--- src/rtl/adc_scan_ctrl_if.sv ---
// SPI transaction handshake between the scan sequencer (master side)
// and the 24-bit spi_master core (slave side).
interface adc_scan_ctrl_if;
    logic        spi_start;
    logic [23:0] spi_data_in;
    logic        spi_done;
    logic [23:0] spi_data_out;

    modport master (
        output spi_start,
        output spi_data_in,
        input  spi_done,
        input  spi_data_out
    );

    modport slave (
        input  spi_start,
        input  spi_data_in,
        output spi_done,
        output spi_data_out
    );
endinterface

--- src/rtl/adc_scan_ctrl.sv ---
// Periodic multi-channel scan sequencer for an MCP3008-class ADC behind a
// 24-bit mode-0 spi_master; emits one sample pulse per channel per frame.
module adc_scan_ctrl #(
    parameter int  F_SAMPLE = 10_000,
    parameter int  N_CH     = 4,
    parameter int  TIMEOUT  = 4096,
    localparam int CH_W     = (N_CH > 1) ? $clog2(N_CH) : 1
) (
    input  logic                   clk,
    input  logic                   rst,
    input  logic                   en,
    input  logic                   clr_err,
    adc_scan_ctrl_if.master        spi,
    output logic                   sample_valid,
    output logic [CH_W-1:0]        sample_ch,
    output logic [9:0]             sample_data,
    output logic                   frame_done,
    output logic                   busy,
    output logic                   overrun,
    output logic                   spi_err
);
    localparam int F_CLK        = 100_000_000;
    localparam int SAMPLE_TICKS = F_CLK / F_SAMPLE;
    localparam int TCNT_W       = $clog2(SAMPLE_TICKS);
    localparam int WCNT_W       = $clog2(TIMEOUT + 1);

    localparam logic [TCNT_W-1:0] TCNT_LAST = TCNT_W'(SAMPLE_TICKS - 1);
    localparam logic [WCNT_W-1:0] WCNT_LAST = WCNT_W'(TIMEOUT - 1);
    localparam logic [CH_W-1:0]   CH_LAST   = CH_W'(N_CH - 1);

    localparam logic [1:0] IDLE  = 2'd0;
    localparam logic [1:0] ISSUE = 2'd1;
    localparam logic [1:0] WAIT  = 2'd2;
    localparam logic [1:0] NEXT  = 2'd3;

    logic [1:0]        state;
    logic [TCNT_W-1:0] tcnt;
    logic [WCNT_W-1:0] wcnt;
    logic [CH_W-1:0]   ch;
    logic              tick;
    logic              ovr_set;
    logic              err_set;

    // Start bit, single-ended mode, 3-bit channel select, MSb first.
    function automatic logic [23:0] cmd_frame(input logic [CH_W-1:0] c);
        logic [2:0] c3;
        c3 = 3'(c);
        return {8'h01, 1'b1, c3, 4'h0, 8'h00};
    endfunction

    always_ff @(posedge clk or posedge rst) begin
        if (rst) begin
            tcnt <= '0;
        end else if (!en || tcnt == TCNT_LAST) begin
            tcnt <= '0;
        end else begin
            tcnt <= tcnt + 1'b1;
        end
    end

    always_comb begin
        tick    = en && (tcnt == TCNT_LAST);
        ovr_set = tick && (state != IDLE);
        err_set = (state == WAIT) && !spi.spi_done && (wcnt == WCNT_LAST);
        busy    = (state != IDLE);
    end

    // Start and data_in are registered on entry to ISSUE so both are valid
    // for exactly the ISSUE cycle; data_in then holds until the next issue.
    always_ff @(posedge clk or posedge rst) begin
        if (rst) begin
            state           <= IDLE;
            ch              <= '0;
            wcnt            <= '0;
            spi.spi_start   <= 1'b0;
            spi.spi_data_in <= '0;
            sample_valid    <= 1'b0;
            sample_ch       <= '0;
            sample_data     <= '0;
            frame_done      <= 1'b0;
        end else begin
            spi.spi_start <= 1'b0;
            sample_valid  <= 1'b0;
            frame_done    <= 1'b0;
            case (state)
                IDLE: begin
                    if (tick) begin
                        ch              <= '0;
                        spi.spi_start   <= 1'b1;
                        spi.spi_data_in <= cmd_frame('0);
                        state           <= ISSUE;
                    end
                end
                ISSUE: begin
                    wcnt  <= '0;
                    state <= WAIT;
                end
                WAIT: begin
                    wcnt <= wcnt + 1'b1;
                    if (spi.spi_done) begin
                        sample_valid <= 1'b1;
                        sample_ch    <= ch;
                        sample_data  <= spi.spi_data_out[9:0];
                        frame_done   <= (ch == CH_LAST);
                        state        <= NEXT;
                    end else if (wcnt == WCNT_LAST) begin
                        state <= IDLE;
                    end
                end
                NEXT: begin
                    if (ch == CH_LAST) begin
                        state <= IDLE;
                    end else begin
                        ch              <= ch + 1'b1;
                        spi.spi_start   <= 1'b1;
                        spi.spi_data_in <= cmd_frame(ch + 1'b1);
                        state           <= ISSUE;
                    end
                end
                default: state <= IDLE;
            endcase
        end
    end

    // Sticky flags: a set in the same cycle as a clear takes priority.
    always_ff @(posedge clk or posedge rst) begin
        if (rst) begin
            overrun <= 1'b0;
            spi_err <= 1'b0;
        end else begin
            if (ovr_set) begin
                overrun <= 1'b1;
            end else if (clr_err) begin
                overrun <= 1'b0;
            end
            if (err_set) begin
                spi_err <= 1'b1;
            end else if (clr_err) begin
                spi_err <= 1'b0;
            end
        end
    end
endmodule

--- src/flat_wrapper.sv ---
// flat-port wrapper written by rule: the top's interface ports become plain ports
module adc_scan_ctrl_flat 
#(
    parameter int  F_SAMPLE = 10_000,
    parameter int  N_CH     = 4,
    parameter int  TIMEOUT  = 4096,
    localparam int CH_W     = (N_CH > 1) ? $clog2(N_CH) : 1
)
  (clk, rst, en, clr_err, sample_valid, sample_ch, sample_data, frame_done, busy, overrun, spi_err, spi_spi_start, spi_spi_data_in, spi_spi_done, spi_spi_data_out);
  adc_scan_ctrl_if spi_i ();
  input  logic clk;
  input  logic rst;
  input  logic en;
  input  logic clr_err;
  output logic sample_valid;
  output logic [CH_W-1:0] sample_ch;
  output logic [9:0] sample_data;
  output logic frame_done;
  output logic busy;
  output logic overrun;
  output logic spi_err;
  output wire logic [$bits(spi_i.spi_start)-1:0] spi_spi_start;
  output wire logic [$bits(spi_i.spi_data_in)-1:0] spi_spi_data_in;
  input wire logic [$bits(spi_i.spi_done)-1:0] spi_spi_done;
  input wire logic [$bits(spi_i.spi_data_out)-1:0] spi_spi_data_out;
  assign spi_spi_start = spi_i.spi_start;
  assign spi_spi_data_in = spi_i.spi_data_in;
  assign spi_i.spi_done = spi_spi_done;
  assign spi_i.spi_data_out = spi_spi_data_out;
  adc_scan_ctrl #(.F_SAMPLE(F_SAMPLE), .N_CH(N_CH), .TIMEOUT(TIMEOUT)) u_core (.clk(clk), .rst(rst), .en(en), .clr_err(clr_err), .spi(spi_i), .sample_valid(sample_valid), .sample_ch(sample_ch), .sample_data(sample_data), .frame_done(frame_done), .busy(busy), .overrun(overrun), .spi_err(spi_err));
endmodule
--- config.mk ---
export PLATFORM = sky130hd
export DESIGN_NAME = adc_scan_ctrl_flat
export DESIGN_NICKNAME = d
export VERILOG_FILES = /design/src/rtl/adc_scan_ctrl_if.sv /design/src/rtl/adc_scan_ctrl.sv /design/src/flat_wrapper.sv
export SDC_FILE = /design/constraint.sdc
export NUM_CORES = 1
export LEC_CHECK = 0
export ABC_AREA = 1
export CORE_UTILIZATION = 35
export CTS_CLUSTER_SIZE = 20
export DETAILED_ROUTE_END_ITERATION = 8
export PLACE_DENSITY = 0.59
export SYNTH_ARGS = -nofsm -noshare
export SYNTH_HDL_FRONTEND = slang
export SYNTH_SLANG_ARGS = --single-unit
--- constraint.sdc ---
create_clock -name clk -period 2.26 [get_ports clk]
set_clock_uncertainty 0.1 [all_clocks]
set_input_delay 0.452 -clock clk [delete_from_list [all_inputs] [get_ports clk]]
set_output_delay 0.452 -clock clk [all_outputs]
set_load 0.05 [all_outputs]
==> flow_summary.ini, run 1 <==
[worst_setup_path]
cp_slowest_cell = clkdlybuf4s50_1
cp-end-kind = output pin
cp_data_required_time_ns = 1.71
cp_num_buf_inv = 1
crit_chain = clkdlybuf4s50_1
cp_max_fo = 4
crit_type = register to output pin
crit_arrival_ns = 1.55
startpoint_type = register
worst_path_dominant_cell_family = buffers and inverters
max_stage_delay_ns = 0.83

[drt]
drc_errors = 0
wirelength_mm = 4.69
vias = 1893
ant_nets = 0
viasPerCell = 4.29
firstDrtPassIters = 4
wl_per_cell_um = 10.6
drtIter0Drc = 82

[synthesis]
netlist_area_sq_um = 2570
synth_seq_cells = 49
yosysWarnings = 0
synth.distinct_cells = 31
netlist_instances = 303
yosysSeqAreaShare_pct = 47.7
syn-mean-instance-area_sq_um = 8.49

[min_path]
hp-class = input pin to async pin

[sta]
finalSetupViolations = 0
hold_viol_final = 0
relSlewSlack_pct = 65.6
layout_min_cycle_time_ns = 2.11
fmax_mhz = 475
fin_crit_sh_pct = 93.2
slew_viol_final = 0
setup_tns_ns = 0
setup_ws_ns = 0.154
tightest_slew_ns = 0.514
rsz0062_at_grt = no

[grt]
antenna_found_initial = 0
grt.total_usage_pct = 13.7
grt_pass1_wl_mm = 8.21
grt_max_degree = 22
overflow = 0
grt_pass1_vias = 1766

[floorplanning]
die-area_sq_um = 7700
die_h_um = 87.7
fp.dieW_um = 87.7
fp-row-count = 30
initial_utilization_pct = 37.0
coreArea_sq_um = 6940
io_pins = 71

[finish]
diodes = 0
nFillCells = 713
nNetsFinal = 380
seqCellArea_sq_um = 1230
multi_input_comb_area_sq_um = 1140
final_common_cell = nand2_1
syn_to_final_growth_pct = 19.9
fin_cells = 441
final_cell_mix = nand2_1, dfrtp_1, nor2_1, clkdlybuf4s50_1, inv_1
drive_gt1_share_pct = 10.7

[clock_network]
ctsResizeCount = 0
cts_tree = yes
clk_latency_ns = 0.30
cts-root-buf = clkbuf_8
cts_max_path_buffers = 2
path_clk_slew_ns = 0.09
cts_sinks = 49
cts_buffers = 5
postCtsSetupBuffers = 0
cts.htree.levels = 2
cts-hold-fix-buffers = 0

[place]
hpwlAfterDp_mm = 3.55
dp_cells = 433
post-place-ws_ns = 0.422
place_congestion = 0.799
io_buffers = 36

[power_and_ir_drop]
p_per_area_nw_per_um2 = 1020
p_leak_uw = 0.00142
ir_drop_v = 0.000646

[flow_run]
max-cap-violations = 0

[status]
status = finished clean
-- state kept, by name (all words and copies together), names as in the netlist --
name and count:
u_core.wcnt 13, u_core.spi.spi_start 1, u_core.sample_ch 2, u_core.sample_valid 1, u_core.spi_err 1, u_core.state 2
u_core.tcnt 14, u_core.overrun 1, u_core.spi.spi_data_in 2, u_core.ch 1, u_core.sample_data 10, u_core.frame_done 1
-- logic make-up (layout without fill, tap and decap cells) --
| logic type | after synthesis | count (layout) | synth area share (%) |
|---|---|---|---|
| xor+xnor | 10 | 10 | 3.40 |
| simple gates | 162 | 162 | 29.7 |
| compound gates | 23 | 23 | 4.86 |
| buf+inv | 51 | 74 | 10.8 |
| flops | 49 | 49 | 47.7 |
| other cells | 1 | 20 | 0.146 |
| fa+ha+maj | 7 | 7 | 3.40 |
-- final cells by class --
class	instances	area share, %
well taps	96	3.89
repair buffers	39	13.1
flip-flops and latches	49	39.7
clock inverters	3	0.689
inverters	27	3.37
multi-input cells	222	36.9
clock buffers	5	2.23
-- through the flow --
stage | util, % | instance area, sq um | hold slack (ns) | total power (uW)
CTS | 44.4 | 3090 | 0.388 | 3180
finish | 44.4 | 3090 | 0.381 | 3140
global placement | 43.1 | 3000 | 0.364 | 2640
detailed placement | 43.1 | 3000 | 0.365 | 2640
floorplan | - | 2640 | 0.365 | 2220
global route | 44.4 | 3090 | 0.410 | 3340
-- synth_stat cells (all sizes together) --
cell / number / area [sq um]
nor3: 6 / 52.6
conb: 1 / 3.75
nor2: 44 / 190
nand3b: 2 / 15.0
clkbuf: 1 / 3.75
inv: 27 / 104
or2: 2 / 12.5
o22ai: 1 / 6.26
o21a: 1 / 7.51
nand3: 18 / 115
a21oi: 11 / 58.8
buf: 23 / 170
xnor2: 1 / 8.76
nand2: 81 / 317
nand4: 8 / 50.1
xor2: 9 / 78.8
nor3b: 1 / 12.5
ha: 7 / 87.6
o21bai: 1 / 7.51
dfrtp: 49 / 1230
o21ai: 9 / 45.0
-- layer usage --
metal  GRT usage, %  vias to the layer above  wire, um
met2           21.1                       45      2050
met1           19.0                      846      2360
met3           3.20                        6       203
met5              0                        -         0
li1               -                      996         -
met4           4.47                        0        72
-- path summary, 6_finish.rpt --
check / from / endpoint / slack (ns) / cells after the start
worst min register to register: u_core.sample_data[1] / u_core.sample_data[1] / 0.39 / 2
worst min-delay path: rst / u_core.tcnt[0] / 0.38 / 2
worst max register to register: u_core.state[1] / u_core.wcnt[12] / 0.42 / 8
max in group asynchronous: rst / u_core.overrun / 1.18 / 3
worst max-delay path: u_core.ch[0] / spi_spi_data_in[12] / 0.15 / 1
min in group clk: u_core.sample_data[1] / u_core.sample_data[1] / 0.39 / 2
-- report_power, final --
| part | switching, uW | total (uW) | internal (uW) | leakage (uW) |
|---|---|---|---|---|
| Clock | 305 | 525 | 220 | 0.0000445 |
| Combinational | 1010 | 1470 | 459 | 0.000722 |
| Sequential | 116 | 1150 | 1030 | 0.000657 |
Power figures use the tool's default switching activity.
==> run 2: changes to the inputs <==
SETUP_SLACK_MARGIN = 0.05   (was default)
==> results of run 2 <==
The final DEF is identical to that of run 1; final timing and power are the same.
==> run 3: changes to the inputs <==
DONT_BUFFER_PORTS = 1   (was default)
PLACE_DENSITY = 0.47   (was 0.59)
==> flow_summary.ini, run 3 (same netlist as run 1, synthesis figures left out) <==
[finish]
fin_area_sq_um = 2760
nFillCells = 724
drive_gt1_share_pct = 11.9
final_cell_mix = nand2_1, dfrtp_1, nor2_1, inv_1, conb_1
diodes = 0
syn_to_final_growth_pct = 7.20
final_common_cell = nand2_1
final_util_pct = 39.7
nNetsFinal = 346
top_register = u_core.tcnt
reg_top3 = u_core.tcnt: 14 flops, u_core.wcnt: 13 flops, u_core.sample_data: 10 flops
largest_reg_flops = 14

[worst_setup_path]
cp_num_buf_inv = 2
worst_path_dominant_cell_family = buffers and inverters
reg2reg_to = u_core.wcnt[12]
crit_top_cell = inv_1
crit_type = register to output pin
r2r_start = u_core.state[1]
max_stage_delay_ns = 0.42
r2r_setup_slack_ns = 0.39
cp_slowest_cell = dfrtp_1
r2r_cells = 8
crit_chain = inv_1 > ha_1 > inv_1
startpoint_type = register
crit_arrival_ns = 1.44
cp_max_fo = 4
cp-end-kind = output pin
cp_data_required_time_ns = 1.71

[clock_network]
cts.htree.levels = 2
cts_max_path_buffers = 2
cts_buffers = 5
cts_tree = yes
cts-hold-fix-buffers = 1
cts-root-buf = clkbuf_8
path_clk_slew_ns = 0.09
ctsResizeCount = 0
cts_sinks = 49
postCtsSetupBuffers = 0
clk_latency_ns = 0.30

[floorplanning]
die-area_sq_um = 7700
coreArea_sq_um = 6940
initial_utilization_pct = 37.0
die_h_um = 87.7
fp-row-count = 30
fp.dieW_um = 87.7
io_pins = 71

[power_and_ir_drop]
p_leak_uw = 0.00130
ir_drop_v = 0.000642
p_per_area_nw_per_um2 = 1080

[grt]
grt_pass1_wl_mm = 8.08
antenna_found_initial = 0
grt.total_usage_pct = 13.8
overflow = 0
grt_max_degree = 27
grt_pass1_vias = 1727

[status]
status = finished clean

[drt]
vias = 1795
wl_per_cell_um = 11.5
ant_nets = 0
firstDrtPassIters = 4
drc_errors = 0
viasPerCell = 4.41
drtIter0Drc = 63
wirelength_mm = 4.69

[flow_run]
max-cap-violations = 0

[min_path]
min_path_cells = 1
hp-start = clr_err
hold_end = u_core.spi_err
hp-class = input pin to register

[place]
hpwlAfterDp_mm = 3.47
io_buffers = 0
place_congestion = 0.825
post_dp_cell_area_sq_um = 2630

[sta]
tightest_slew_ns = 0.558
layout_min_cycle_time_ns = 1.99
fmax_mhz = 503
setup_tns_ns = 0
fin_crit_sh_pct = 88.0
rsz0062_at_grt = no
slew_viol_final = 0
relSlewSlack_pct = 62.8
finalSetupViolations = 0
hold_viol_final = 0
==> run 3: changes by cell type in the layout (fill, tap and decap cells not counted) <==
cell and change:
clkdlybuf4s50_1 -35, buf_12 -1, buf_4 +1, bufinv_16 +1
clkinv_2 -1, clkinv_4 +1, dlygate4sd3_1 +1, inv_6 -1
==> run 3: layout make-up <==
type                       count  area, sq um  share of cell area [%]
inverter                      27          104                    3.77
tap                           96          120                    4.36
clock inverter                 3         46.3                    1.68
timing repair buffer           5         52.6                    1.91
clock buffer                   5         68.8                    2.50
multi-input combinational    222         1140                    41.3
sequential                    49         1230                    44.5
==> run 3: worst max-delay path by stage <==
stage               startpoint              end  cells past startpoint
6_report       u_core.state[1]             busy                      3
5_1_grt        u_core.state[0]             busy                      3
4_1_cts        u_core.state[1]             busy                      3
3_5_place_dp   u_core.state[1]  u_core.wcnt[12]                      8
3_3_place_gp   u_core.state[1]  u_core.wcnt[11]                      7
2_1_floorplan              rst     u_core.ch[0]                      1
==> run 3: report_power, final <==
group          internal, uW  switching [uW]
registers              1020             481
logic                   229             619
clock network           331             306
==> run 3: per-stage QoR <==
| step | power, uW | hold WS (ns) | setup slack [ns] | instances |
|---|---|---|---|---|
| 5_1_grt | 3190 | 0.137 | 0.139 | 407 |
| 6_report | 2990 | 0.147 | 0.271 | 407 |
| 2_1_floorplan | 2220 | 0.365 | 0.535 | 322 |
| 3_3_place_gp | 2380 | 0.310 | 0.391 | 398 |
| 4_1_cts | 3040 | 0.132 | 0.242 | 407 |
| 3_5_place_dp | 2380 | 0.316 | 0.407 | 398 |
==> run 3: metal layers <==
metal | vias to the layer above | share of wire [%] | routed length, um | track usage [%]
li1 | 933 | - | - | -
met1 | 805 | 50 | 2340 | 17.8
met2 | 51 | 43 | 1990 | 21.6
met3 | 6 | 6.1 | 284 | 4.62
met4 | 0 | 1.5 | 69 | 4.92
met5 | - | 0 | 0 | 0
